### src/rtl/cs_trgt_chan_sync_pkg.sv
// Shared types and helpers for the target-side channel synchroniser.
// Holds the FSM state encoding and the channel-id width rule.
package cs_trgt_pkg;

   typedef enum logic [1:0] {
      IDLE    = 2'd0,
      SEND    = 2'd1,
      WAIT_RX = 2'd2,
      ERR     = 2'd3
   } cs_trgt_st_e;

   // Bits needed to name n channels, never less than one.
   function automatic int ch_w(int n);
      int w;
      w = 1;
      while ((1 << w) < n) w++;
      return w;
   endfunction

endpackage

### src/rtl/cs_trgt_chan_sync_wdog.sv
// Transaction watchdog: cleared at arbitration, counts while enabled,
// flags expiry on the cycle the count reaches MAX-1.
module cs_wdog_cnt #(
   parameter int unsigned MAX = 10000,
   parameter int unsigned W   = $clog2(MAX + 1)
) (
   input  logic clk_i,
   input  logic rst_ni,
   input  logic clr_i,
   input  logic en_i,
   output logic expire_o
);

   logic [W-1:0] cnt_q, cnt_d;

   always_comb begin
      cnt_d = cnt_q;
      if (clr_i) begin
         cnt_d = '0;
      end else if (en_i) begin
         cnt_d = cnt_q + W'(1);
      end
   end

   always_ff @(posedge clk_i or negedge rst_ni) begin
      if (!rst_ni) begin
         cnt_q <= '0;
      end else begin
         cnt_q <= cnt_d;
      end
   end

   assign expire_o = en_i && (cnt_q == W'(MAX - 1));

endmodule

### src/rtl/cs_trgt_chan_sync.sv
// Target-side N-channel bridge: freezes each mission clock on its rising edge,
// optionally uploads the DUT outputs, and releases it once the download arrives.
module cs_trgt_chan_sync
   import cs_trgt_pkg::*;
#(
   parameter int               N_CH     = 4,
   parameter int               DATA_W   = 9,
   parameter logic [N_CH-1:0]  UP_MASK  = N_CH'(4'h8),
   parameter int               WDOG_MAX = 10000,
   localparam int              CH_W     = ch_w(N_CH)
) (
   input  logic                     clk_i,
   input  logic                     rst_ni,
   input  logic [N_CH-1:0]          clk_trig_i,
   output logic [N_CH-1:0]          freeze_clk_o,
   input  logic [N_CH*DATA_W-1:0]   up_data_i,
   output logic                     tx_valid_o,
   input  logic                     tx_ready_i,
   output logic [CH_W-1:0]          tx_ch_o,
   output logic [DATA_W-1:0]        tx_data_o,
   input  logic                     rx_valid_i,
   output logic                     rx_ready_o,
   input  logic [CH_W-1:0]          rx_ch_i,
   input  logic [DATA_W-1:0]        rx_data_i,
   output logic [N_CH*DATA_W-1:0]   dn_data_o,
   output logic [N_CH-1:0]          dn_upd_o,
   output logic                     busy_o,
   output logic                     wdog_err_o,
   output logic                     overrun_o,
   output logic                     bad_ch_o
);

   cs_trgt_st_e              state_q, state_d;
   logic [N_CH-1:0]          trig_q;
   logic [N_CH-1:0]          pend_q, pend_d;
   logic [N_CH-1:0]          freeze_q, freeze_d;
   logic [N_CH-1:0]          dn_upd_q, dn_upd_d;
   logic [N_CH*DATA_W-1:0]   dn_data_q, dn_data_d;
   logic [CH_W-1:0]          cur_q, cur_d;
   logic [DATA_W-1:0]        tx_data_q, tx_data_d;
   logic                     wdog_err_q, wdog_err_d;
   logic                     overrun_q, overrun_d;
   logic                     bad_ch_q, bad_ch_d;

   logic [N_CH-1:0]          rise;
   logic [N_CH-1:0]          ch_hit;
   logic [N_CH-1:0]          done;
   logic                     rx_acc;
   logic                     done_any;
   logic [CH_W-1:0]          lo_idx;
   logic                     lo_up;
   logic [DATA_W-1:0]        lo_data;
   logic                     wdog_clr, wdog_en, wdog_exp;

   assign rise     = clk_trig_i & ~trig_q;
   assign rx_acc   = rx_valid_i && (state_q == WAIT_RX);
   assign done_any = |done;

   // Per-channel decode of the download id; done marks the channel being served.
   generate
      for (genvar gi = 0; gi < N_CH; gi++) begin : g_ch
         assign ch_hit[gi] = rx_acc && (rx_ch_i == CH_W'(gi));
         assign done[gi]   = ch_hit[gi] && (cur_q == CH_W'(gi));
      end
   endgenerate

   // Lowest pending channel wins arbitration.
   always_comb begin
      lo_idx  = '0;
      lo_up   = 1'b0;
      lo_data = '0;
      for (int c = N_CH - 1; c >= 0; c--) begin
         if (pend_q[c]) begin
            lo_idx  = CH_W'(c);
            lo_up   = UP_MASK[c];
            lo_data = up_data_i[c*DATA_W +: DATA_W];
         end
      end
   end

   // Completion clears before a same-cycle edge re-arms, so that case is not an overrun.
   always_comb begin
      pend_d    = (pend_q & ~done) | rise;
      freeze_d  = (freeze_q & ~done) | rise;
      overrun_d = overrun_q | (|(rise & pend_q & ~done));
      bad_ch_d  = bad_ch_q | (rx_acc && (ch_hit == '0));
      dn_upd_d  = ch_hit;
      dn_data_d = dn_data_q;
      for (int c = 0; c < N_CH; c++) begin
         if (ch_hit[c]) begin
            dn_data_d[c*DATA_W +: DATA_W] = rx_data_i;
         end
      end
   end

   always_comb begin
      state_d    = state_q;
      cur_d      = cur_q;
      tx_data_d  = tx_data_q;
      wdog_err_d = wdog_err_q;
      wdog_clr   = 1'b0;
      wdog_en    = 1'b0;
      case (state_q)
         IDLE: begin
            if (pend_q != '0) begin
               cur_d     = lo_idx;
               tx_data_d = lo_data;
               wdog_clr  = 1'b1;
               state_d   = lo_up ? SEND : WAIT_RX;
            end
         end
         SEND: begin
            wdog_en = 1'b1;
            if (tx_ready_i) begin
               state_d = WAIT_RX;
            end else if (wdog_exp) begin
               state_d    = ERR;
               wdog_err_d = 1'b1;
            end
         end
         WAIT_RX: begin
            wdog_en = 1'b1;
            if (done_any) begin
               state_d = IDLE;
            end else if (wdog_exp) begin
               state_d    = ERR;
               wdog_err_d = 1'b1;
            end
         end
         ERR: begin
            state_d = ERR;
         end
         default: begin
            state_d = IDLE;
         end
      endcase
   end

   always_ff @(posedge clk_i or negedge rst_ni) begin
      if (!rst_ni) begin
         state_q    <= IDLE;
         trig_q     <= '0;
         pend_q     <= '0;
         freeze_q   <= '0;
         dn_upd_q   <= '0;
         dn_data_q  <= '0;
         cur_q      <= '0;
         tx_data_q  <= '0;
         wdog_err_q <= 1'b0;
         overrun_q  <= 1'b0;
         bad_ch_q   <= 1'b0;
      end else begin
         state_q    <= state_d;
         trig_q     <= clk_trig_i;
         pend_q     <= pend_d;
         freeze_q   <= freeze_d;
         dn_upd_q   <= dn_upd_d;
         dn_data_q  <= dn_data_d;
         cur_q      <= cur_d;
         tx_data_q  <= tx_data_d;
         wdog_err_q <= wdog_err_d;
         overrun_q  <= overrun_d;
         bad_ch_q   <= bad_ch_d;
      end
   end

   cs_wdog_cnt #(
      .MAX (WDOG_MAX)
   ) u_wdog (
      .clk_i    (clk_i),
      .rst_ni   (rst_ni),
      .clr_i    (wdog_clr),
      .en_i     (wdog_en),
      .expire_o (wdog_exp)
   );

   assign freeze_clk_o = freeze_q;
   assign tx_valid_o   = (state_q == SEND);
   assign tx_ch_o      = cur_q;
   assign tx_data_o    = tx_data_q;
   assign rx_ready_o   = (state_q == WAIT_RX);
   assign dn_data_o    = dn_data_q;
   assign dn_upd_o     = dn_upd_q;
   assign busy_o       = (state_q != IDLE);
   assign wdog_err_o   = wdog_err_q;
   assign overrun_o    = overrun_q;
   assign bad_ch_o     = bad_ch_q;

endmodule

### config.mk
export PLATFORM = sky130hd
export DESIGN_NAME = cs_trgt_chan_sync
export DESIGN_NICKNAME = d
export VERILOG_FILES = /design/src/rtl/cs_trgt_chan_sync_pkg.sv /design/src/rtl/cs_trgt_chan_sync_wdog.sv /design/src/rtl/cs_trgt_chan_sync.sv
export SDC_FILE = /design/constraint.sdc
export NUM_CORES = 1
export LEC_CHECK = 0
export CELL_PAD_IN_SITES_DETAIL_PLACEMENT = 1
export CELL_PAD_IN_SITES_GLOBAL_PLACEMENT = 2
export CORE_MARGIN = 1
export CORE_UTILIZATION = 39
export CTS_BUF_LIST = sky130_fd_sc_hd__clkbuf_4
export CTS_CLUSTER_DIAMETER = 40
export DETAILED_ROUTE_END_ITERATION = 16
export DONT_BUFFER_PORTS = 1
export MAX_ROUTING_LAYER = met4
export PLACE_DENSITY = 0.89
export SLEW_MARGIN = 40
export SYNTH_ARGS = -nofsm -noshare
export SYNTH_HDL_FRONTEND = slang
export SYNTH_SLANG_ARGS = --single-unit
### constraint.sdc
create_clock -name clk_i -period 2.45 [get_ports clk_i]
set_input_delay 0.245 -clock clk_i [delete_from_list [all_inputs] [get_ports clk_i]]
set_output_delay 0.245 -clock clk_i [all_outputs]
set_load 0.005 [all_outputs]
Word-level counts from Yosys, hierarchy flattened
Cells that the tools add are included.
W data, S select, Z words.
{ "word_totals": {"ff_bits": 82, "input_bits": 55, "out_inout_bits": 61} }
{ "op_classes": {"n_addsub": 1, "eq_ne": 13, "n_mux": 27, "bitwise": 11, "n_reduce_logical": 24} }
{ "ops": {"columns": ["op", "count"], "rows": [
  ["$mux W9", 4],
  ["$mux W14", 2],
  ["$and A4 B4 Y4", 5],
  ["$mux W2", 9],
  ["$add A14 B1 Y14 const B", 1],
  ["$eq A14 B14 Y1 const B", 1],
  ["$eq A2 B2 Y1 const B", 6],
  ["$logic_and A1 B1 Y1", 11],
  ["$mux W1", 10],
  ["$not A4 Y4", 2],
  ["$or A4 B4 Y4", 2],
  ["$pmux W2 S4", 1],
  ["$reduce_or A4 Y1", 2],
  ["$eq A2 B1 Y1 const B", 3],
  ["$logic_not A2 Y1", 3],
  ["$ne A2 B2 Y1 const B", 3],
  ["$reduce_bool A2 Y1", 3],
  ["$logic_not A4 Y1", 1],
  ["$reduce_bool A4 Y1", 1],
  ["$reduce_and A3 Y1", 1],
  ["$or A1 B1 Y1", 2],
  ["$pmux W1 S2", 1],
  ["$reduce_and A2 Y1", 1],
  ["$reduce_or A2 Y1", 1]
]} }

Depth between registers and ports, before layout
{ "depth": {"word_depth": 8, "mapped_depth": 7} }

By module
A second synthesis with hierarchy kept.
{ "hier_totals": {"hier_cells": 361, "hier_area_um2": 3681.0} }
{ "by_module_without_submodules": {"columns": ["mod", "instances", "cells_per_inst", "area_each_um2", "seq_area_each_um2"], "rows": [
  ["cs_trgt_chan_sync", 1, 284, 2884.0, 1701.6],
  ["cs_wdog_cnt", 1, 77, 797.0, 350.3]
]} }

Worst setup path after synthesis
No wires, ideal clock.
{ "synth_timing": {"path_kind": "register to register", "startpoint": "register state_q[0]", "endpoint": "register state_q[1]", "setup_ps": 68, "arrival_time_ps": 1912, "setup_slack_ps": 471, "stages_incl_launch_ff": 7, "period_less_slack_ps": 1979, "path_cell_list": "dfrtp_1 -> inv_1 -> ha_1 -> nand4_1 -> or4_4 -> a41oi_2 -> a32o_1"} }
{ "synth_between": {"elab_chain_cells": 7, "elab_cells_between_ends": 22} }
{ "synth_rtl": {"columns": ["element", "line", "source"], "rows": [
  ["from (decl)", "cs_trgt_chan_sync.sv:33", "cs_trgt_st_e state_q, state_d;"],
  ["from (signal assigned)", "cs_trgt_chan_sync.sv:153", "state_q <= state_d;"],
  ["$eq A2 B1 Y1 / $eq A2 B2 Y1 (equally long branches)", "cs_trgt_chan_sync.sv:103, cs_trgt_chan_sync.sv:56", null],
  ["$reduce_or A2 Y1 (no source line) / $logic_and A1 B1 Y1 (equally long branches)", null, null],
  ["$mux W1 / $logic_and A1 B1 Y1 (equally long branches)", "cs_trgt_chan_sync.sv:103, cs_trgt_chan_sync.sv:62", null],
  ["$logic_and A1 B1 Y1, on equally long branches", "cs_trgt_chan_sync_wdog.sv:33, cs_trgt_chan_sync.sv:63", null],
  ["$mux W2 / $reduce_or A4 Y1 (equally long branches)", null, null],
  ["$mux W2, on equally long branches", null, null],
  ["$pmux W2 S4", "cs_trgt_chan_sync.sv:103", "case (state_q)"]
]} }
Several ways; a longest one is shown, not always the timed one.
A chain may end at the register's enable or synchronous reset.

Worst setup path after layout
{ "layout_timing": {"startpoint": "register state_q[0]", "endpoint": "register u_wdog.cnt_q[11]"} }
{ "layout_between": {"elab_chain_cells": 4, "elab_cells_between_ends": 8} }
{ "layout_rtl": {"columns": ["element", "line", "source"], "rows": [
  ["$eq A2 B1 Y1 / $eq A2 B2 Y1 (equally long branches)", "cs_trgt_chan_sync.sv:103", null],
  ["$reduce_or A2 Y1 (no source line)", null, null],
  ["$mux W1", "cs_trgt_chan_sync.sv:103", null],
  ["$reduce_bool A2 Y1 (no source line)", null, null],
  ["to (signal assigned)", "cs_trgt_chan_sync_wdog.sv:29", "cnt_q <= cnt_d;"],
  ["to (decl)", "cs_trgt_chan_sync_wdog.sv:14", "logic [W-1:0] cnt_q, cnt_d;"]
]} }
Several ways; a longest one is shown, not always the timed one.

==> impl_metrics.prom <==
# TYPE chip_impl_metric gauge
chip_impl_metric{name="layout_min_cycle_time",unit="ns"} 2.21
chip_impl_metric{name="post-cts-setup-buffer-count",unit=""} 0
chip_impl_metric{name="worst_hold_path.num_cells",unit=""} 2
chip_impl_metric{name="avgRoutedWirePerCell",unit="µm"} 18.7
chip_impl_metric{name="postSynthRegisterBits",unit=""} 82
chip_impl_info{name="violations",value="design-rule violations"} 1
chip_impl_metric{name="timing.fmax",unit="GHz"} 0.452
chip_impl_metric{name="post-synth-top-area-fraction",unit=""} 0.573
chip_impl_metric{name="detail_route.vias_per_cell",unit=""} 5.54
chip_impl_metric{name="area_of_the_core_region",unit="mm²"} 0.00881
chip_impl_metric{name="critical_path.max_fanout",unit=""} 5
chip_impl_metric{name="worst_rel_slew_slack",unit=""} 0.517
chip_impl_metric{name="yosys_warnings",unit=""} 0
chip_impl_metric{name="grt_antenna_before_repair",unit=""} 1
chip_impl_metric{name="clock_insertion_delay_worst_skew",unit="ns"} 0.43
chip_impl_metric{name="initial_utilization",unit=""} 0.407
chip_impl_metric{name="cap_viol_max_count",unit=""} 0
chip_impl_metric{name="globalplace.congestion",unit=""} 0.844
chip_impl_metric{name="worst-endpoint-arrival",unit="ns"} 2.55
chip_impl_metric{name="synth_area_per_cell",unit="µm²"} 10.1
chip_impl_metric{name="finalNetCount",unit=""} 441
chip_impl_metric{name="final_layout_size_suffix_gt1_frac",unit=""} 0.119
chip_impl_metric{name="dieArea",unit="mm²"} 0.00958
chip_impl_metric{name="reg2reg_setup_slack",unit="ns"} 0.24
chip_impl_metric{name="max-vdd-ir-drop",unit="V"} 0.000447
chip_impl_metric{name="layout_worst_path_cycle_share",unit=""} 0.904
chip_impl_info{name="synth_area_leader_cell",value="sky130_fd_sc_hd__dfrtp_1"} 1
chip_impl_metric{name="vias",unit=""} 2738
chip_impl_metric{name="detailed_place_hpwl",unit="µm"} 6340
chip_impl_metric{name="p_leak",unit="nW"} 1.86
chip_impl_info{name="timing.critical_path.to_type",value="flip-flop"} 1
chip_impl_info{name="timing.hold.worst.start",value="up_data_i[13]"} 1
chip_impl_info{name="ys_dominant_reg_cell",value="sky130_fd_sc_hd__dfrtp_1"} 1
chip_impl_metric{name="num_rows",unit=""} 34
chip_impl_metric{name="post_synth_inst_count",unit=""} 356
chip_impl_metric{name="timing.reg2reg.worst_path_depth",unit=""} 6
chip_impl_metric{name="global_route_wire_length_before_repair",unit="µm"} 15200
chip_impl_metric{name="drc",unit=""} 22
chip_impl_metric{name="pin_count_of_the_biggest_net_entering_global_routing",unit=""} 83
chip_impl_metric{name="placement.setup.worst_slack",unit="ns"} 0.239
chip_impl_metric{name="grt_overflow",unit=""} 0
chip_impl_info{name="hold_class",value="in2reg"} 1
chip_impl_info{name="worst_r2r_endpoint",value="u_wdog.cnt_q[11]$_DFFE_PN0P_"} 1
chip_impl_info{name="path_class",value="reg2reg"} 1
chip_impl_info{name="setup.worst_path.start",value="state_q[0]$_DFFE_PN0P_"} 1
chip_impl_metric{name="routed_wl",unit="µm"} 9210
chip_impl_metric{name="totalPowerFinal",unit="mW"} 4.22
chip_impl_info{name="rr_startpoint",value="state_q[0]$_DFFE_PN0P_"} 1
chip_impl_metric{name="max_slew.worst_pin.slew",unit="ns"} 0.722
chip_impl_metric{name="synth_edf_count",unit=""} 0
chip_impl_metric{name="finalSetupTns",unit="ns"} 0
chip_impl_info{name="cts_tree",value="done"} 1
chip_impl_metric{name="mappedNetlistArea",unit="mm²"} 0.00358
chip_impl_metric{name="dpl-instance-area",unit="mm²"} 0.00376
chip_impl_info{name="run_status",value="finished with violations"} 1
chip_impl_info{name="min_delay_worst_endpoint",value="tx_data_o[4]$_DFFE_PN0P_"} 1
chip_impl_metric{name="htree_num_levels",unit=""} 3
chip_impl_metric{name="tritoncts.num_buffers",unit=""} 9
chip_impl_metric{name="design_area",unit="mm²"} 0.00414
chip_impl_metric{name="yosysSeqAreaShare",unit=""} 0.573
chip_impl_metric{name="timing.final.ws_setup",unit="ns"} 0.236
chip_impl_metric{name="timing.critical_path.required",unit="ns"} 2.79
chip_impl_info{name="post_synth_main_area_contributors",value="sky130_fd_sc_hd__dfrtp_1 (57%), sky130_fd_sc_hd__nand2_1 (12%), sky130_fd_sc_hd__mux2_2 (2.8%)"} 1
chip_impl_metric{name="area_growth_syn_to_layout",unit="%"} 15.5
chip_impl_metric{name="fin_worst_skew",unit="ns"} 0.0159
chip_impl_metric{name="vias_in_the_first_global_route",unit=""} 2954
chip_impl_info{name="clk_root_buffer_cell",value="sky130_fd_sc_hd__clkbuf_4"} 1
chip_impl_metric{name="first_iter_violations",unit=""} 135
chip_impl_metric{name="finalSetupViolations",unit=""} 0
chip_impl_metric{name="synth_cell_types",unit=""} 47
chip_impl_metric{name="clk_path_buf_depth",unit=""} 2
chip_impl_metric{name="fillCellCount",unit=""} 992
chip_impl_metric{name="post_route_ant_nets",unit=""} 0
chip_impl_info{name="startpoint_type",value="flip-flop"} 1
chip_impl_metric{name="sink_count_of_the_clock_tree",unit=""} 82
chip_impl_metric{name="detailedRoute.firstPassIterationCount",unit=""} 12
chip_impl_metric{name="die_height",unit="µm"} 97.9
chip_impl_metric{name="global_route.usage.total",unit=""} 0.211
chip_impl_metric{name="portBuffers",unit=""} 0
chip_impl_metric{name="clk_transition_reported_paths",unit="ns"} 0.15
chip_impl_metric{name="floorplan.io_pins",unit=""} 116
chip_impl_info{name="grt_setup_unrepaired",value="no"} 1
chip_impl_metric{name="final_hold_viol_count",unit=""} 0
chip_impl_metric{name="syn-num-nets",unit=""} 417
chip_impl_metric{name="asyncSetResetFlopFracSynth",unit=""} 1.00
chip_impl_metric{name="power_per_standard_cell_area",unit="mW/mm²"} 1020
chip_impl_metric{name="max_slew_violation_count",unit=""} 0
chip_impl_metric{name="die_width",unit="µm"} 97.9
-- how the worst max path moves through the flow --
stage                                               to  slack, ns  cells after the start
after detailed placement  u_wdog.cnt_q[11]$_DFFE_PN0P_       0.24                      6
after CTS                 u_wdog.cnt_q[11]$_DFFE_PN0P_       0.23                      6
after global placement    u_wdog.cnt_q[11]$_DFFE_PN0P_       0.37                      6
final                     u_wdog.cnt_q[11]$_DFFE_PN0P_       0.24                      6
after floorplan                 state_q[1]$_DFFE_PN0P_       0.47                      6
after global routing      u_wdog.cnt_q[11]$_DFFE_PN0P_       0.06                      6
-- layout make-up --
type,instances,area (µm²),area share
tap,108,135,0.0326
timing repair buffer,27,265,0.0641
clock inverter,7,108,0.0260
antenna,1,2.50,0.000605
clock buffer,9,67.6,0.0163
sequential,82,2050,0.496
multi-input combinational,248,1460,0.354
inverter,12,45.0,0.0109
-- placed cells by master, fill, tap and decap left out, types with 2 or more instances in the layout --
cell type                       Yosys  routed
sky130_fd_sc_hd__nand2_1          111     111
sky130_fd_sc_hd__dfrtp_1           82      82
sky130_fd_sc_hd__nor2_1            18      18
sky130_fd_sc_hd__dlygate4sd3_1      0      17
sky130_fd_sc_hd__mux2_2             9       9
sky130_fd_sc_hd__a221oi_1           9       9
sky130_fd_sc_hd__o22ai_1            9       9
sky130_fd_sc_hd__o31ai_1            9       9
sky130_fd_sc_hd__clkbuf_4           0       9
sky130_fd_sc_hd__buf_4              0       9
sky130_fd_sc_hd__inv_1              8       8
sky130_fd_sc_hd__o21ai_0            8       8
sky130_fd_sc_hd__xnor2_1            8       8
sky130_fd_sc_hd__a21oi_1            7       7
sky130_fd_sc_hd__ha_1               6       6
sky130_fd_sc_hd__clkinv_1           4       4
sky130_fd_sc_hd__nand4_1            4       4
sky130_fd_sc_hd__nand2b_1           4       4
sky130_fd_sc_hd__nor4_1             4       4
sky130_fd_sc_hd__nor2b_1            3       3
sky130_fd_sc_hd__a31oi_1            3       3
sky130_fd_sc_hd__mux2i_1            3       3
sky130_fd_sc_hd__xor2_1             3       3
sky130_fd_sc_hd__nand4b_1           2       2
sky130_fd_sc_hd__a21o_1             2       2
sky130_fd_sc_hd__or2_2              2       2
sky130_fd_sc_hd__or4_1              2       2
sky130_fd_sc_hd__nor3_1             2       2
sky130_fd_sc_hd__nand3_1            2       2
sky130_fd_sc_hd__inv_8              0       2
sky130_fd_sc_hd__inv_6              0       2
sky130_fd_sc_hd__bufinv_16          0       2
-- flip-flops by register name, indices dropped and copies added (netlist names) --
signal / cells
pend_q: 4
bad_ch_o: 1
tx_data_o: 9
overrun_o: 1
tx_ch_o: 2
freeze_clk_o: 4
u_wdog.cnt_q: 14
state_q: 2
wdog_err_o: 1
trig_q: 4
dn_data_o: 36
dn_upd_o: 4
-- routing by layer --
layer | track usage | up-vias | wire length, µm
met5 | - | - | 0
met4 | 0.0897 | 0 | 196
met3 | 0.0558 | 15 | 648
met2 | 0.317 | 93 | 4380
met1 | 0.268 | 1355 | 3990
li1 | - | 1275 | -
-- report_power, final --
group          switching (mW)  leakage [nW]  internal, mW
sequential              0.399          1.00          1.79
clock                   0.532        0.0910         0.435
combinational           0.598         0.765         0.464
-- per-stage QoR --
stage | util | hold WS (ns) | std cells
floorplan | - | -0.0506 | 356
global placement | 0.426 | -0.0491 | 459
detailed placement | 0.427 | -0.0490 | 459
CTS | 0.470 | 0.000781 | 493
global route | 0.470 | 0.0262 | 494
finish | 0.470 | 0.0229 | 494
-- cells by family (layout without fill, tap and decap cells) --
family,Yosys count,after routing,synth area share
XOR/XNOR,11,11,0.0269
AO/OA/AOI/OAI,58,58,0.116
multiplexers,12,12,0.0367
other,0,1,0
AND/OR/NAND/NOR,161,161,0.198
buffers and inverters,26,55,0.0283
adder cells (fa/ha/maj),6,6,0.0209
flip-flops,82,82,0.573
-- cell usage after synthesis, types with 2 or more instances --
cell type / count
sky130_fd_sc_hd__a21o_1: 2
sky130_fd_sc_hd__a21oi_1: 7
sky130_fd_sc_hd__a221oi_1: 9
sky130_fd_sc_hd__a31oi_1: 3
sky130_fd_sc_hd__buf_2: 3
sky130_fd_sc_hd__clkbuf_1: 10
sky130_fd_sc_hd__clkinv_1: 4
sky130_fd_sc_hd__dfrtp_1: 82
sky130_fd_sc_hd__ha_1: 6
sky130_fd_sc_hd__inv_1: 8
sky130_fd_sc_hd__mux2_2: 9
sky130_fd_sc_hd__mux2i_1: 3
sky130_fd_sc_hd__nand2_1: 111
sky130_fd_sc_hd__nand2b_1: 4
sky130_fd_sc_hd__nand3_1: 2
sky130_fd_sc_hd__nand4_1: 4
sky130_fd_sc_hd__nand4b_1: 2
sky130_fd_sc_hd__nor2_1: 18
sky130_fd_sc_hd__nor2b_1: 3
sky130_fd_sc_hd__nor3_1: 2
sky130_fd_sc_hd__nor4_1: 4
sky130_fd_sc_hd__o21ai_0: 8
sky130_fd_sc_hd__o22ai_1: 9
sky130_fd_sc_hd__o31ai_1: 9
sky130_fd_sc_hd__or2_2: 2
sky130_fd_sc_hd__or4_1: 2
sky130_fd_sc_hd__xnor2_1: 8
sky130_fd_sc_hd__xor2_1: 3
-- worst max-delay path, cell delays in order (launching register included) --
cell and delay [ns]:
sky130_fd_sc_hd__dfrtp_1 0.44, sky130_fd_sc_hd__inv_1 0.12, sky130_fd_sc_hd__ha_1 0.40, sky130_fd_sc_hd__nand4_1 0.26, sky130_fd_sc_hd__nor4_2 0.54, sky130_fd_sc_hd__a31oi_1 0.16, sky130_fd_sc_hd__a41o_1 0.23
-- what timing repair did --
action | 4_1_cts | 5_1_grt
gates resized for setup | 0 | 0
hold buffers | 18 | 0
hold endpoints to repair | 131 | 0
Note: power is estimated with default switching activity, not from simulation.
